==> src/rtl/axi4_pkg.sv <==
// Shared types for the AXI4 write-to-SRAM slave: burst encodings, response
// codes and the write-path FSM state.
package axi4_pkg;

  typedef enum logic [1:0] {
    FIXED = 2'd0,
    INCR  = 2'd1,
    WRAP  = 2'd2
  } burst_e;

  localparam logic [1:0] OKAY   = 2'b00;
  localparam logic [1:0] EXOKAY = 2'b01;
  localparam logic [1:0] SLVERR = 2'b10;
  localparam logic [1:0] DECERR = 2'b11;

  typedef enum logic [1:0] {
    IDLE = 2'd0,
    DATA = 2'd1,
    RESP = 2'd2
  } state_e;

endpackage

==> src/rtl/axi4_burst_addr_gen.sv <==
// Combinational AXI4 beat-address generator and burst-legality check.
// WRAP support is compiled only when AXI4_WR_SRAM_WRAP_EN is defined.
module axi4_burst_addr_gen
  import axi4_pkg::*;
#(
  parameter int ADDR_WIDTH = 32,
  parameter int STRB_WIDTH = 8
) (
  input  logic [ADDR_WIDTH-1:0] addr_i,
  input  logic [2:0]            size_i,
  input  logic [7:0]            len_i,
  input  logic [1:0]            burst_i,
  output logic [ADDR_WIDTH-1:0] next_addr_o,
  output logic                  legal_o
);

  localparam logic [3:0] MAX_SIZE = 4'($clog2(STRB_WIDTH));

  logic [ADDR_WIDTH-1:0] incr;
  logic [ADDR_WIDTH-1:0] size_mask;
  logic [ADDR_WIDTH-1:0] aligned;

  always_comb begin
    incr      = ADDR_WIDTH'(1) << size_i;
    size_mask = incr - ADDR_WIDTH'(1);
    aligned   = addr_i & ~size_mask;
  end

`ifdef AXI4_WR_SRAM_WRAP_EN
  logic [ADDR_WIDTH-1:0] wrap_mask;
  logic                  wrap_ok;

  // Wrap window is (len+1) beats of 1<<size bytes; only 2/4/8/16 beats allowed.
  always_comb begin
    wrap_mask = (ADDR_WIDTH'({1'b0, len_i} + 9'd1) << size_i) - ADDR_WIDTH'(1);
    wrap_ok   = (len_i == 8'd1 || len_i == 8'd3 || len_i == 8'd7 || len_i == 8'd15)
                && ((addr_i & size_mask) == '0);
  end
`endif

  always_comb begin
    next_addr_o = addr_i;
    legal_o     = ({1'b0, size_i} <= MAX_SIZE);
    case (burst_i)
      FIXED: next_addr_o = addr_i;
      INCR:  next_addr_o = aligned + incr;
`ifdef AXI4_WR_SRAM_WRAP_EN
      WRAP: begin
        next_addr_o = (aligned & ~wrap_mask) | ((aligned + incr) & wrap_mask);
        legal_o     = legal_o && wrap_ok;
      end
`endif
      default: legal_o = 1'b0;
    endcase
  end

endmodule

==> src/rtl/axi4_wr_sram_slave.sv <==
// AXI4 write-channel slave feeding a single-port SRAM write port, one burst
// at a time. Define AXI4_WR_SRAM_WRAP_EN to accept WRAP bursts.
module axi4_wr_sram_slave
  import axi4_pkg::*;
#(
  parameter int ID_WIDTH   = 4,
  parameter int ADDR_WIDTH = 32,
  parameter int DATA_WIDTH = 64,
  parameter int STRB_WIDTH = DATA_WIDTH / 8,
  parameter int MEM_DEPTH  = 1024
) (
  input  logic                         aclk,
  input  logic                         areset,
  input  logic                         awvalid,
  input  logic [ID_WIDTH-1:0]          awid,
  input  logic [ADDR_WIDTH-1:0]        awaddr,
  input  logic [7:0]                   awlen,
  input  logic [2:0]                   awsize,
  input  logic [1:0]                   awburst,
  input  logic [3:0]                   awcache,
  input  logic [2:0]                   awprot,
  input  logic [3:0]                   awqos,
  input  logic [3:0]                   awregion,
  output logic                         awready,
  input  logic                         wvalid,
  input  logic [DATA_WIDTH-1:0]        wdata,
  input  logic [STRB_WIDTH-1:0]        wstrb,
  input  logic                         wlast,
  output logic                         wready,
  output logic                         bvalid,
  output logic [ID_WIDTH-1:0]          bid,
  output logic [1:0]                   bresp,
  input  logic                         bready,
  output logic                         mem_wen,
  output logic [$clog2(MEM_DEPTH)-1:0] mem_waddr,
  output logic [DATA_WIDTH-1:0]        mem_wdata,
  output logic [STRB_WIDTH-1:0]        mem_wstrb,
  output state_e                       dbg_state
);

  // Handshake rule on every channel: a transfer happens on a rising edge where
  // valid and ready are both high; ready comes from a flop and never looks at valid.

  localparam int          IDX_W     = $clog2(MEM_DEPTH);
  localparam int          OFF_W     = $clog2(STRB_WIDTH);
  localparam logic [63:0] MEM_BYTES = 64'(MEM_DEPTH) * 64'(STRB_WIDTH);

  state_e state_q, state_d;

  logic [ID_WIDTH-1:0]   id_q, id_d;
  logic [ADDR_WIDTH-1:0] addr_q, addr_d;
  logic [7:0]            len_q, len_d;
  logic [2:0]            size_q, size_d;
  logic [1:0]            burst_q, burst_d;
  logic [7:0]            cnt_q, cnt_d;
  logic                  err_q, err_d;
  logic                  drop_q, drop_d;

  logic                  awready_q, awready_d;
  logic                  wready_q, wready_d;
  logic                  bvalid_q, bvalid_d;
  logic [ID_WIDTH-1:0]   bid_q, bid_d;
  logic [1:0]            bresp_q, bresp_d;
  logic                  mem_wen_q, mem_wen_d;
  logic [IDX_W-1:0]      mem_waddr_q, mem_waddr_d;
  logic [DATA_WIDTH-1:0] mem_wdata_q, mem_wdata_d;
  logic [STRB_WIDTH-1:0] mem_wstrb_q, mem_wstrb_d;

  logic aw_hs, w_hs, b_hs, last_beat, in_range, beat_err;

  logic [ADDR_WIDTH-1:0] gen_addr, gen_next;
  logic [2:0]            gen_size;
  logic [7:0]            gen_len;
  logic [1:0]            gen_burst;
  logic                  gen_legal;

  logic unused_aw_attr;
  assign unused_aw_attr = ^{awcache, awprot, awqos, awregion};

  assign aw_hs     = awvalid && awready_q;
  assign w_hs      = wvalid && wready_q;
  assign b_hs      = bready && bvalid_q;
  assign last_beat = (cnt_q == len_q);
  assign in_range  = (64'(addr_q) < MEM_BYTES);

  // While idle the generator judges the incoming AW request; afterwards it
  // steps the latched burst.
  always_comb begin
    if (state_q == IDLE) begin
      gen_addr  = awaddr;
      gen_size  = awsize;
      gen_len   = awlen;
      gen_burst = awburst;
    end else begin
      gen_addr  = addr_q;
      gen_size  = size_q;
      gen_len   = len_q;
      gen_burst = burst_q;
    end
  end

  axi4_burst_addr_gen #(
    .ADDR_WIDTH (ADDR_WIDTH),
    .STRB_WIDTH (STRB_WIDTH)
  ) u_addr_gen (
    .addr_i      (gen_addr),
    .size_i      (gen_size),
    .len_i       (gen_len),
    .burst_i     (gen_burst),
    .next_addr_o (gen_next),
    .legal_o     (gen_legal)
  );

  always_ff @(posedge aclk) begin
    if (areset) state_q <= IDLE;
    else        state_q <= state_d;
  end

  always_comb begin
    state_d = state_q;
    case (state_q)
      IDLE:    if (aw_hs) state_d = DATA;
      DATA:    if (w_hs && last_beat) state_d = RESP;
      RESP:    if (b_hs) state_d = IDLE;
      default: state_d = IDLE;
    endcase
  end

  always_comb begin
    awready_d = (state_d == IDLE);
    wready_d  = (state_d == DATA);
    bvalid_d  = (state_d == RESP);
  end

  always_comb begin
    id_d        = id_q;
    addr_d      = addr_q;
    len_d       = len_q;
    size_d      = size_q;
    burst_d     = burst_q;
    cnt_d       = cnt_q;
    err_d       = err_q;
    drop_d      = drop_q;
    bid_d       = bid_q;
    bresp_d     = bresp_q;
    mem_wen_d   = 1'b0;
    mem_waddr_d = mem_waddr_q;
    mem_wdata_d = mem_wdata_q;
    mem_wstrb_d = mem_wstrb_q;
    beat_err    = 1'b0;

    if (aw_hs) begin
      id_d    = awid;
      addr_d  = awaddr;
      len_d   = awlen;
      size_d  = awsize;
      burst_d = awburst;
      cnt_d   = 8'd0;
      drop_d  = !gen_legal;
      err_d   = !gen_legal;
    end

    if (w_hs) begin
      beat_err = (wlast != last_beat) || (!drop_q && !in_range);
      if (!drop_q && in_range) begin
        mem_wen_d   = 1'b1;
        mem_waddr_d = IDX_W'(addr_q >> OFF_W);
        mem_wdata_d = wdata;
        mem_wstrb_d = wstrb;
      end
      err_d  = err_q || beat_err;
      addr_d = gen_next;
      cnt_d  = cnt_q + 8'd1;
      if (last_beat) begin
        bid_d   = id_q;
        bresp_d = (err_q || beat_err) ? SLVERR : OKAY;
      end
    end
  end

  always_ff @(posedge aclk) begin
    if (areset) begin
      id_d_unused_guard: begin end
      id_q        <= '0;
      addr_q      <= '0;
      len_q       <= '0;
      size_q      <= '0;
      burst_q     <= '0;
      cnt_q       <= '0;
      err_q       <= 1'b0;
      drop_q      <= 1'b0;
      awready_q   <= 1'b0;
      wready_q    <= 1'b0;
      bvalid_q    <= 1'b0;
      bid_q       <= '0;
      bresp_q     <= '0;
      mem_wen_q   <= 1'b0;
      mem_waddr_q <= '0;
      mem_wdata_q <= '0;
      mem_wstrb_q <= '0;
    end else begin
      id_q        <= id_d;
      addr_q      <= addr_d;
      len_q       <= len_d;
      size_q      <= size_d;
      burst_q     <= burst_d;
      cnt_q       <= cnt_d;
      err_q       <= err_d;
      drop_q      <= drop_d;
      awready_q   <= awready_d;
      wready_q    <= wready_d;
      bvalid_q    <= bvalid_d;
      bid_q       <= bid_d;
      bresp_q     <= bresp_d;
      mem_wen_q   <= mem_wen_d;
      mem_waddr_q <= mem_waddr_d;
      mem_wdata_q <= mem_wdata_d;
      mem_wstrb_q <= mem_wstrb_d;
    end
  end

  assign awready   = awready_q;
  assign wready    = wready_q;
  assign bvalid    = bvalid_q;
  assign bid       = bid_q;
  assign bresp     = bresp_q;
  assign mem_wen   = mem_wen_q;
  assign mem_waddr = mem_waddr_q;
  assign mem_wdata = mem_wdata_q;
  assign mem_wstrb = mem_wstrb_q;
  assign dbg_state = state_q;

endmodule
==> config.mk <==
export PLATFORM = sky130hd
export DESIGN_NAME = axi4_wr_sram_slave
export DESIGN_NICKNAME = d
export VERILOG_FILES = /design/src/rtl/axi4_pkg.sv /design/src/rtl/axi4_burst_addr_gen.sv /design/src/rtl/axi4_wr_sram_slave.sv
export SDC_FILE = /design/constraint.sdc
export NUM_CORES = 1
export LEC_CHECK = 0
export ABC_CLOCK_PERIOD_IN_PS = 9600
export BUFFER_PORTS_ARGS = -buffer_cell sky130_fd_sc_hd__buf_4
export CAP_MARGIN = 10
export CORE_AREA = 2 2 123 125
export CTS_CLUSTER_DIAMETER = 50
export CTS_CLUSTER_SIZE = 40
export DETAILED_ROUTE_END_ITERATION = 12
export DIE_AREA = 0 0 125 127
export GPL_TIMING_DRIVEN = 0
export PLACE_DENSITY = 0.94
export SLEW_MARGIN = 15
export SYNTH_ARGS = -nofsm -noshare
export SYNTH_HDL_FRONTEND = slang
export SYNTH_HIERARCHICAL = 1
export SYNTH_SLANG_ARGS = --single-unit
==> constraint.sdc <==
create_clock -name aclk -period 9.6 [get_ports aclk]
set_input_delay 1.44 -clock aclk [delete_from_list [all_inputs] [get_ports aclk]]
set_output_delay 1.44 -clock aclk [all_outputs]
set_load 0.02 [all_outputs]
# --- Word-level counts from Yosys, hierarchy flattened ---
# Cells that the tools add are included.
totals:
  word_cells: 70
  out_inout_bits: 94
  regBits: 153
op_classes:
  eq_ne: 7
  order_cmp: 2
  bitwise_logic: 3
  reduce_logical: 19
  addsub: 3
  n_shift: 1
  n_mux: 17
ops:
  columns: ["cell", "count"]
  rows:
  - ["32-bit two-way mux", 4]
  - ["32-bit adder", 1]
  - ["32-bit bitwise AND", 1]
  - ["32-bit by 14-bit less-than comparator with 1-bit output, second input constant", 1]
  - ["32-bit NOT", 1]
  - ["1-bit by 3-bit left shift with 32-bit output, first input constant", 1]
  - ["32-bit by 1-bit subtractor with 32-bit output, second input constant", 1]
  - ["8-bit two-way mux", 2]
  - ["2-bit two-way mux", 5]
  - ["8-bit by 1-bit adder with 8-bit output, second input constant", 1]
  - ["8-bit == test", 1]
  - ["2-bit by 1-bit == test with 1-bit output, second input constant", 3]
  - ["1-bit logical AND", 6]
  - ["2-bit zero test", 3]
  - ["2-bit one-hot mux with 3 select lines", 1]
  - ["2-bit == test, second input constant", 2]
  - ["1-bit two-way mux", 4]
  - ["2-bit AND reduction", 2]
  - ["2-bit OR reduction", 2]
  - ["3-bit by 2-bit less-or-equal comparator with 1-bit output, second input constant", 1]
  - ["1-bit zero test", 3]
  - ["3-bit two-way mux", 1]
  - ["1-bit logical OR", 2]
  - ["2-bit nonzero test", 1]
  - ["2 further kinds", 2]

# --- Logic depth before layout (Yosys ltp) ---
# Gate-level depths: netlist of run 1.
logic_depth:
  word_depth: 9
  depth_mapped: 19

# --- By module ---
# The synthesis of run 1 kept the hierarchy.
modules_own_cells:
  columns: ["module", "cells_each", "area_each_um2", "n_inst"]
  rows:
  - ["axi4_wr_sram_slave", 818, 6809.0, 1]
  - ["axi4_burst_addr_gen", 221, 1392.6, 1]

# --- Least setup slack after synthesis of run 1 ---
# Ideal clock, no wire load.
synth_path:
  path_type: "input to register"
  start: "input port awsize[0]"
  end: "register addr_q[16]"
  n_path_buf: 3
  required_time_ns: 9.509
  arrival_ns: 4.311
  path_stages: 15
  slack_ns: 5.198
  path_cell_list: "mux2_2 buf_2 buf_1 and3_1 ha_1 and2_1 ha_1 o21ai_0 nor4b_2 a221oi_2 buf_6 or4_1 nand3_1 nor2_1 a311oi_1"
synth_between:
  elab_chain_len: 8
synth_rtl:
  columns: ["element", "line", "source"]
  rows:
  - ["from (decl)", "axi4_wr_sram_slave.sv:18", "input logic [2:0] awsize,"]
  - ["3-bit two-way mux *", "axi4_wr_sram_slave.sv:89", "if (state_q == IDLE) begin"]
  - ["1-bit by 3-bit left shift with 32-bit output *", "axi4_burst_addr_gen.sv:24", "incr = ADDR_WIDTH'(1) << size_i;"]
  - ["32-bit by 1-bit subtractor with 32-bit output", "axi4_burst_addr_gen.sv:25", "size_mask = incr - ADDR_WIDTH'(1);"]
  - ["32-bit NOT", "axi4_burst_addr_gen.sv:26", "aligned = addr_i & ~size_mask;"]
  - ["32-bit bitwise AND", "axi4_burst_addr_gen.sv:26", null]
  - ["32-bit adder *", "axi4_burst_addr_gen.sv:46", "INCR: next_addr_o = aligned + incr;"]
  - ["32-bit two-way mux *", "axi4_burst_addr_gen.sv:44", "case (burst_i)"]
  - ["via gen_next[16]", "axi4_wr_sram_slave.sv:71", "logic [ADDR_WIDTH-1:0] gen_addr, gen_next;"]
  - ["32-bit two-way mux *", "axi4_wr_sram_slave.sv:163", "if (w_hs) begin"]
  - ["to (signal assigned)", "axi4_wr_sram_slave.sv:203", "addr_q <= addr_d;"]
  - ["to (decl)", "axi4_wr_sram_slave.sv:51", "logic [ADDR_WIDTH-1:0] addr_q, addr_d;"]
# The timed path passes the listed nets; every way through them passes the cells marked *.
# A chain may end at the register's enable or synchronous reset.

# --- Final worst setup path of run 1 ---
layout_path:
  start: "input port awsize[0]"
  end: "register addr_q[20]"
layout_between:
  elab_chain_len: 8
layout_rtl:
  columns: ["element", "line", "source"]
  rows:
  - ["3-bit two-way mux *", "axi4_wr_sram_slave.sv:89", null]
  - ["via gen_size[0]", "axi4_wr_sram_slave.sv:72", "logic [2:0] gen_size;"]
  - ["1-bit by 3-bit left shift with 32-bit output *", "axi4_burst_addr_gen.sv:24", null]
  - ["32-bit by 1-bit subtractor with 32-bit output", "axi4_burst_addr_gen.sv:25", null]
  - ["32-bit NOT", "axi4_burst_addr_gen.sv:26", null]
  - ["32-bit bitwise AND", "axi4_burst_addr_gen.sv:26", null]
  - ["32-bit adder *", "axi4_burst_addr_gen.sv:46", null]
  - ["32-bit two-way mux *", "axi4_burst_addr_gen.sv:44", null]
  - ["via gen_next[20]", "axi4_wr_sram_slave.sv:71", null]
  - ["32-bit two-way mux *", "axi4_wr_sram_slave.sv:163", null]
# Marked as above.

==> flow_summary.yaml, run 1 <==
clock_tree:
  worstSkewPairLatency_ns: 0.43
  cts_made_buffers: 17
  htree_levels: 4
  root_buffer: "clkbuf_16"
  cts_resized: 0
  cts_setup_buffers: 0
  cts_tree: "yes"
  holdBufCountCts: 0
  clkTransAtPathRegs_ns: 0.06
  clk_path_buf_depth: 2
  cts_sinks: 152
sta:
  timing.fmax_mhz: 209
  max_slew.worst_pin.slew_ns: 0.739
  finalHoldViolCount: 0
  finalCritPeriodShare_pct: 49.7
  rsz0062_at_grt: "false"
  fin_setup_tns_ns: 0
  setup_viol: 0
  timing.slew.headroom_pct: 50.6
  finClkSkew_ns: 0.0100
  slew_violations: 0
  period_needed_ns: 4.77
setup_path:
  worstPathMaxFanout: 10
  critical_path.most_common_cell: "buf_2"
  start_kind: "input pin"
  worstSetupStartpoint: "awsize[0]"
  critPathMaxStageDelay_ns: 0.43
  cpMaxStageDelayCell: "nor4_1"
  reg2reg_slack_ns: 4.92
  endpoint_kind: "flip-flop"
  reg2reg_from: "dbg_state[0]$_SDFF_PP0_"
  arrival_ns: 5.10
  r2r-end: "addr_q[20]$_SDFFE_PP0P_"
  crit_buf_inv: 5
  crit_family: "simple AND/OR/NAND/NOR gates"
  cp.required_ns: 9.93
  critPathKind: "in -> reg"
  rr_worst_depth: 17
  worstPathCellList: "buf_4, mux2_2, buf_2, buf_1, nor3_1, inv_1, ha_1, buf_2, nor4bb_1, o32ai_1, o21ai_1, a21oi_2, nor4_1, mux2i_1, nor2_1, a311oi_1"
layout:
  nets: 1416
  nFillCells: 1077
  finalInstanceArea_sq_um: 10600
  final_layout_size_suffix_gt1_share_pct: 26.1
  area_growth_pct: 30.4
  antenna_cells: 0
yosys:
  synth.net_count: 1179
  netlist_area_sq_um: 8110
  avgSynthCellArea_sq_um: 7.87
  ys_warn_count: 6
  synth_cells: 1031
floorplan:
  dieArea_sq_um: 15900
  fp.dieW_um: 125
  die_height_um: 127
  start_util_pct: 56.2
  io_pins: 236
  num_rows: 44
  core_sq_um: 14400
pwr:
  leakagePower_nw: 4.08
  p_comb_share_pct: 22.4
  cellPowerDensity_nw_per_um2: 165
  ir_worst_vdd_mv: 0.115
  p_clk_share_pct: 39.3
  p_seq_share_pct: 38.3
  swShare_pct: 31.8
  p_int_mw: 1.19
  p_switching_mw: 0.556
route:
  drt-initial-drc-count: 915
  drc: 0
  via_per_inst: 6.28
  ant_nets: 0
  routedWlPerCell_um: 18.8
  dr.pass1.iters: 6
  vias: 9206
  drt_wl_total_mm: 27.5
place:
  io_buffer_count: 218
  dp_hpwl_mm: 20.2
  gp_congestion: 0.955
  post_dp_cell_area_sq_um: 9980
run_status:
  status: "completed"
hold_path:
  min_path_cells: 2
  hp-class: "reg -> reg"
  min_from: "id_q[0]$_SDFFE_PP0P_"
  min_to: "id_q[0]$_SDFFE_PP0P_"
grt:
  grt_max_degree: 17
  overflow: 0
  grt_pass1_vias: 8704
  track_usage_pct: 33.7
  grt_pass1_wl_mm: 43.8
  antenna_found_initial: 0
job:
  cap_violations: 0
layout make-up:
type / count / area, sq um / share of cell area [%]
buffer: 101 / 453 / 4.28
clock buffer: 18 / 439 / 4.15
clock inverter: 14 / 161 / 1.53
inverter: 7 / 26.3 / 0.248
multi-input combinational: 771 / 4590 / 43.4
sequential: 152 / 3040 / 28.8
tap: 184 / 230 / 2.18
timing repair buffer: 218 / 1640 / 15.5
metal layers:
layer	GRT usage, %	wire [um]	up-vias
li1	-	-	4253
met1	41.4	10600	4278
met2	59.1	13500	597
met3	6.24	2650	78
met4	13.1	787	0
met5	0	0	-
worst max path at each step:
stage                                         end  cells past startpoint
after floorplan           addr_q[16]$_SDFFE_PP0P_                     15
after global routing      addr_q[26]$_SDFFE_PP0P_                     16
after CTS                 addr_q[20]$_SDFFE_PP0P_                     16
after detailed placement  addr_q[20]$_SDFFE_PP0P_                     16
final                     addr_q[20]$_SDFFE_PP0P_                     16
after global placement    addr_q[20]$_SDFFE_PP0P_                     16
tightest hold or removal path, stage by stage, from the launching register on:
cell and delay [ns]:
dfxtp_1 0.31, nand2_1 0.06, a21oi_1 0.05
state kept, by name, indices dropped and copies added (netlist names):
name,flops
awready,1
bid,4
size_q,3
err_q,1
bresp,1
mem_wen,1
wready,1
burst_q,2
len_q,8
id_q,4
cnt_q,8
dbg_state,2
addr_q,32
bvalid,1
mem_wdata,64
mem_waddr,10
drop_q,1
mem_wstrb,8
power groups by stage:
stage                     clock [mW]  combinational (mW)  sequential (mW)
final                          0.686               0.391            0.669
after detailed placement           0               0.375            0.682
after floorplan                    0               0.244            0.682
after CTS                      0.687               0.379            0.668
after global placement             0               0.369            0.681
after global routing           0.721               0.420            0.671
layout by cell type (no fill, tap or decap), types with 6 or more instances in the layout:
| cell type | n |
|---|---|
| a21oi_1 | 117 |
| a311oi_1 | 32 |
| and2_1 | 8 |
| and3_1 | 11 |
| buf_2 | 20 |
| buf_4 | 229 |
| clkbuf_1 | 64 |
| clkbuf_16 | 17 |
| dfxtp_1 | 152 |
| ha_1 | 6 |
| inv_1 | 7 |
| inv_6 | 6 |
| mux2_2 | 39 |
| nand2_1 | 146 |
| nand2b_1 | 6 |
| nand3_1 | 21 |
| nand4_1 | 93 |
| nor2_1 | 61 |
| nor2b_1 | 7 |
| nor3_1 | 7 |
| nor4_1 | 7 |
| o211ai_1 | 7 |
| o21ai_0 | 97 |
| xnor2_1 | 27 |
through the flow:
stage | power, mW | setup slack, ns | hold WS [ns] | cells | utilization, %
final | 1.75 | 4.83 | 0.470 | 1465 | 73.3
after detailed placement | 1.06 | 4.54 | 0.453 | 1433 | 69.2
after floorplan | 0.926 | 5.20 | 0.434 | 1031 | -
after global routing | 1.81 | 4.67 | 0.489 | 1465 | 73.3
after global placement | 1.05 | 4.56 | 0.440 | 1433 | 69.2
after CTS | 1.73 | 4.96 | 0.469 | 1465 | 73.3
No activity file was read; power rests on OpenSTA's default activity.
==> run 2, diff against run 1 <==
Settings changed: ABC_AREA from default to 1, ABC_CLOCK_PERIOD_IN_PS 9600 to 4700, CORE_AREA 2 2 123 125 to 2 2 128 130, DIE_AREA 0 0 125 127 to 0 0 130 132, PLACE_DENSITY 0.94 to 0.87.
Clock period 9.6 ns to 4.7 ns, I/O delays scaled along.
==> flow_summary.yaml, run 2 <==
setup_path:
  arrival_ns: 4.63
  worstSetupStartpoint: "dbg_state[0]$_SDFF_PP0_"
  critical_path.most_common_cell: "nand2_1"
  cp.required_ns: 5.04
  critPathMaxStageDelay_ns: 0.40
  endpoint_kind: "flip-flop"
  start_kind: "flip-flop"
  crit_family: "simple AND/OR/NAND/NOR gates"
  reg2reg_from: "dbg_state[0]$_SDFF_PP0_"
  worstPathCellList: "nor2_2, buf_2, mux2_2, buf_4, inv_2, nand2_1, nor2_1, inv_1, ha_1, nand2_1, buf_4, nand2_2, nor2_1, nand2_1, nor2_1, nand2_1, o21ai_0, nand2_1, xnor2_1, nand2_1, a31oi_1"
  critPathKind: "reg -> reg"
  cpMaxStageDelayCell: "nor2_2"
  worstPathMaxFanout: 10
  crit_buf_inv: 5
clock_tree:
  cts_made_buffers: 17
  cts_tree: "yes"
  clkTransAtPathRegs_ns: 0.07
  cts_setup_buffers: 0
  root_buffer: "clkbuf_16"
  worstSkewPairLatency_ns: 0.43
  cts_sinks: 152
  clk_path_buf_depth: 2
  htree_levels: 4
layout:
  mostFrequentLayoutCells: "nand2_1, nor2_1, buf_4"
  nets: 1586
  stdcell_count: 1668
  final_common_cell: "nand2_1"
  nFillCells: 1393
  final_util_pct: 66.5
  finalInstanceArea_sq_um: 10500
  final_layout_size_suffix_gt1_share_pct: 23.0
  area_growth_pct: 31.7
  largest_reg_flops: 64
yosys:
  synth_cells: 1200
  synth.net_count: 1348
  avgSynthCellArea_sq_um: 6.62
  ys_warn_count: 6
  netlist_area_sq_um: 7940
floorplan:
  dieArea_sq_um: 17200
  fp.dieW_um: 130
  start_util_pct: 50.5
  num_rows: 46
  io_pins: 236
  core_sq_um: 15700
  die_height_um: 132
pwr:
  p_comb_share_pct: 19.6
  ir_worst_vdd_mv: 0.240
  swShare_pct: 31.3
  p_int_mw: 2.37
  cellPowerDensity_nw_per_um2: 329
  p_seq_share_pct: 40.1
  total_power_mw: 3.44
  p_switching_mw: 1.08
  leakagePower_nw: 4.88
  p_clk_share_pct: 40.4
route:
  dr.pass1.iters: 5
  routedWlPerCell_um: 16.6
  drt_wl_total_mm: 27.6
  drt-initial-drc-count: 739
  drc: 0
  vias: 9064
  via_per_inst: 5.43
  ant_nets: 0
sta:
  timing.fmax_mhz: 233
  rsz0062_at_grt: "false"
  slew_violations: 0
  finalCritPeriodShare_pct: 91.3
  fin_setup_tns_ns: 0
  finalWorstSetupSlack_ns: 0.411
  finalHoldViolCount: 0
  whs_ns: 0.459
  finClkSkew_ns: 0.0134
  period_needed_ns: 4.29
  timing.slew.headroom_pct: 50.5
  setup_viol: 0
  max_slew.worst_pin.slew_ns: 0.743
grt:
  antenna_found_initial: 1
  grt_pass1_wl_mm: 43.0
  track_usage_pct: 31.9
  grt_pass1_vias: 8342
  grt_max_degree: 17
  overflow: 0
run_status:
  status: "completed"
place:
  dp_cells: 1635
  gp_congestion: 0.999
  post_dp_cell_area_sq_um: 9850
  io_buffer_count: 219
  place_ws_ns: 0.351
  dp_hpwl_mm: 21.0
job:
  cap_violations: 0
hold_path:
  min_from: "addr_q[6]$_SDFFE_PP0P_"
  hp-class: "reg -> reg"
[run 2: final timing paths]
| check | to | slack, ns | cells past startpoint |
|---|---|---|---|
| setup / recovery | addr_q[29]$_SDFFE_PP0P_ | 0.41 | 21 |
| setup reg to reg | addr_q[29]$_SDFFE_PP0P_ | 0.41 | 21 |
| hold reg to reg | mem_waddr[3]$_SDFFE_PP0P_ | 0.46 | 2 |
| hold / removal | mem_waddr[3]$_SDFFE_PP0P_ | 0.46 | 2 |
[run 2: per-layer routing]
metal	part of all wire [%]	wire length, um	up-vias	GRT usage, %
li1	-	-	4346	-
met1	42	11500	4197	41.8
met2	47	13100	453	52.1
met3	7.5	2080	68	5.93
met4	3.3	919	0	11.7
met5	0	0	-	0
[run 2: tightest hold or removal path, delay by kind of cell, from the launching register on]
kind | cells | cell delay (ns)
flip-flops | 1 | 0.31
AO/OA/AOI/OAI | 1 | 0.05
buffers and inverters | 1 | 0.06
[run 2: repair_timing]
item,4_1_cts,5_1_grt
hold buffers,0,0
hold endpoints to repair,0,0
endpoints found under the setup margin,0,4
resized for setup,0,1
[run 2: area by class of cell]
class                   count  area, sq um  share of cell area (%)
plain buffers              58          246                    2.36
inverters                  98          369                    3.53
multi-input cells         892         4280                    41.0
diodes                      1         2.50                  0.0239
well taps                 216          270                    2.58
clock buffers              18          439                    4.20
clock inverters            14          159                    1.52
flip-flops and latches    152         3040                    29.1
repair buffers            219         1640                    15.7
[run 2: power groups by stage]
stage / registers (mW) / logic (mW) / clock network (mW)
5_1_grt: 1.39 / 0.736 / 1.45
4_1_cts: 1.38 / 0.660 / 1.40
3_3_place_gp: 1.40 / 0.646 / 0
6_report: 1.38 / 0.673 / 1.39
3_5_place_dp: 1.41 / 0.655 / 0
2_1_floorplan: 1.43 / 0.379 / 0
==> run 3, diff against run 2 <==
Settings changed: SYNTH_HIERARCHICAL 1 to default.
==> flow_summary.yaml, run 3 <==
clock_tree:
  root_buffer: "clkbuf_16"
  htree_levels: 4
  cts_sinks: 152
  clk_path_buf_depth: 2
  cts_tree: "yes"
  cts_resized: 0
  cts_setup_buffers: 0
  clkTransAtPathRegs_ns: 0.06
  worstSkewPairLatency_ns: 0.43
  holdBufCountCts: 0
  cts_made_buffers: 17
pwr:
  ir_worst_vdd_mv: 0.250
  cellPowerDensity_nw_per_um2: 334
  leakagePower_nw: 5.00
yosys:
  synth_top_area_cell: "dfxtp_1"
  synth_top_area_share_pct: 37.8
  synthFlopType: "dfxtp_1"
  netlist_area_sq_um: 8060
  yosysSeqAreaShare_pct: 37.8
  synth_common_cells: "nor2_1, nand2_1, o21ai_0"
  synth_edf_count: 0
  post-synth-top-count-cell: "nor2_1"
  synth_area_leaders: "dfxtp_1, nor2_1, o21ai_0, nand2_1, inv_1"
  avgSynthCellArea_sq_um: 6.80
  synth_cells: 1185
  ys_ff_latch: 152
  yosysUniqueCellTypes: 50
  ys_warn_count: 0
  synth.net_count: 1334
  async_reset_ff_share_pct: 0
hold_path:
  min_from: "size_q[1]$_SDFFE_PP0P_"
  hp-class: "reg -> reg"
  min_path_cells: 2
sta:
  period_needed_ns: 3.37
  timing.slew.headroom_pct: 50.8
  rsz0062_at_grt: "false"
  slew_violations: 0
  finalCritPeriodShare_pct: 71.8
  finalHoldViolCount: 0
  finClkSkew_ns: 0.0124
  max_slew.worst_pin.slew_ns: 0.734
  setup_viol: 0
  timing.fmax_mhz: 297
  fin_setup_tns_ns: 0
layout:
  nFillCells: 1322
  largest_reg_flops: 64
  mostFrequentLayoutCells: "nor2_1, buf_4, nand2_1"
  finalInstanceArea_sq_um: 10500
  final_common_cell: "nor2_1"
  final_layout_size_suffix_gt1_share_pct: 23.4
  nets: 1571
  area_growth_pct: 30.9
  antenna_cells: 0
setup_path:
  worstPathMaxFanout: 10
  endpoint_kind: "flip-flop"
  arrival_ns: 3.72
  cp.required_ns: 5.05
  critPathKind: "reg -> reg"
  start_kind: "flip-flop"
  rr_worst_depth: 22
  worstSetupStartpoint: "dbg_state[0]$_SDFF_PP0_"
  reg2reg_from: "dbg_state[0]$_SDFF_PP0_"
place:
  dp_hpwl_mm: 20.6
  post_dp_cell_area_sq_um: 9960
  gp_congestion: 0.962
  io_buffer_count: 218
run_status:
  status: "completed"
route:
  ant_nets: 0
  routedWlPerCell_um: 16.6
  drc: 0
  highest_layer: "met4"
  drt_wl_total_mm: 27.3
  vias: 9012
  via_per_inst: 5.46
  wl_met3_mm: 2.06
  dr.pass1.iters: 6
  drt-initial-drc-count: 713
  wl_met2_mm: 13.2
  wl_met1_mm: 11.0
floorplan:
  fp.dieW_um: 130
  dieArea_sq_um: 17200
  core_sq_um: 15700
  io_pins: 236
  num_rows: 46
  start_util_pct: 51.3
  die_height_um: 132
grt:
  overflow: 0
  antenna_found_initial: 0
  grt_max_degree: 17
  track_usage_pct: 31.6
  grt_pass1_vias: 8548
  grt_pass1_wl_mm: 43.0
job:
  cap_violations: 0
## run 3: area by class of cell
type	instances	area [sq um]	share of cell area, %
multi-input combinational	842	4200	39.9
clock buffer	20	437	4.14
clock inverter	11	146	1.39
buffer	59	313	2.97
tap	216	270	2.56
inverter	132	498	4.72
timing repair buffer	218	1640	15.5
sequential	152	3040	28.8
## run 3: logic make-up (layout without fill, tap and decap cells)
kind of cell / count (synthesis) / count (layout) / synth area share [%]
buffers and inverters: 191 / 440 / 10.1
adder cells (fa/ha/maj): 7 / 7 / 1.09
AND/OR/NAND/NOR: 555 / 555 / 31.8
flip-flops: 152 / 152 / 37.8
XOR/XNOR: 11 / 11 / 1.20
multiplexers: 1 / 1 / 0.124
AO/OA/AOI/OAI: 267 / 267 / 17.9
other: 1 / 1 / 0.0465
## run 3: metrics by stage
stage / total power [mW] / setup WS (ns) / hold WS, ns / instances / util (%)
6_report: 3.53 / 1.33 / 0.462 / 1650 / 67.1
3_5_place_dp: 2.12 / 1.30 / 0.457 / 1619 / 63.4
4_1_cts: 3.50 / 1.37 / 0.466 / 1650 / 67.1
3_3_place_gp: 2.11 / 1.32 / 0.453 / 1619 / 63.4
5_1_grt: 3.64 / 1.09 / 0.499 / 1650 / 67.1
2_1_floorplan: 1.86 / 1.74 / 0.436 / 1185 / -
## run 3: worst max-delay path, cell delays in order, from the launching register on
cell and delay [ns]:
dfxtp_1 0.36, nor2_4 0.25, buf_12 0.19, nand2_2 0.06, nand2_2 0.12, nand2_1 0.10
nor2_1 0.17, inv_1 0.07, ha_1 0.29, inv_1 0.05, nor2_1 0.04, ha_1 0.33
inv_1 0.10, nor2_1 0.16, inv_1 0.07, nor2_2 0.14, nand3_1 0.10, nand3_2 0.16
and2_4 0.18, nand2_1 0.05, nand2_1 0.06, nand3_1 0.10, a21oi_2 0.13
## run 3: final timing paths
check	slack (ns)	end
setup / recovery	1.33	addr_q[29]$_SDFFE_PP0P_
hold / removal	0.46	size_q[1]$_SDFFE_PP0P_
setup reg to reg	1.33	addr_q[29]$_SDFFE_PP0P_
hold reg to reg	0.46	size_q[1]$_SDFFE_PP0P_
## run 3: routing by layer
layer / GRT usage [%] / up-vias
li1: - / 4321
met1: 38.8 / 4173
met2: 52.6 / 441
met3: 6.94 / 77
met4: 14.3 / 0
met5: 0 / -
## run 3: power by group
part | total, mW | leakage, nW | switching, mW | internal [mW]
registers | 1.39 | 1.23 | 0.0391 | 1.35
logic | 0.731 | 3.48 | 0.463 | 0.268
clock network | 1.41 | 0.286 | 0.572 | 0.836
total | 3.53 | 5.00 | 1.07 | 2.45
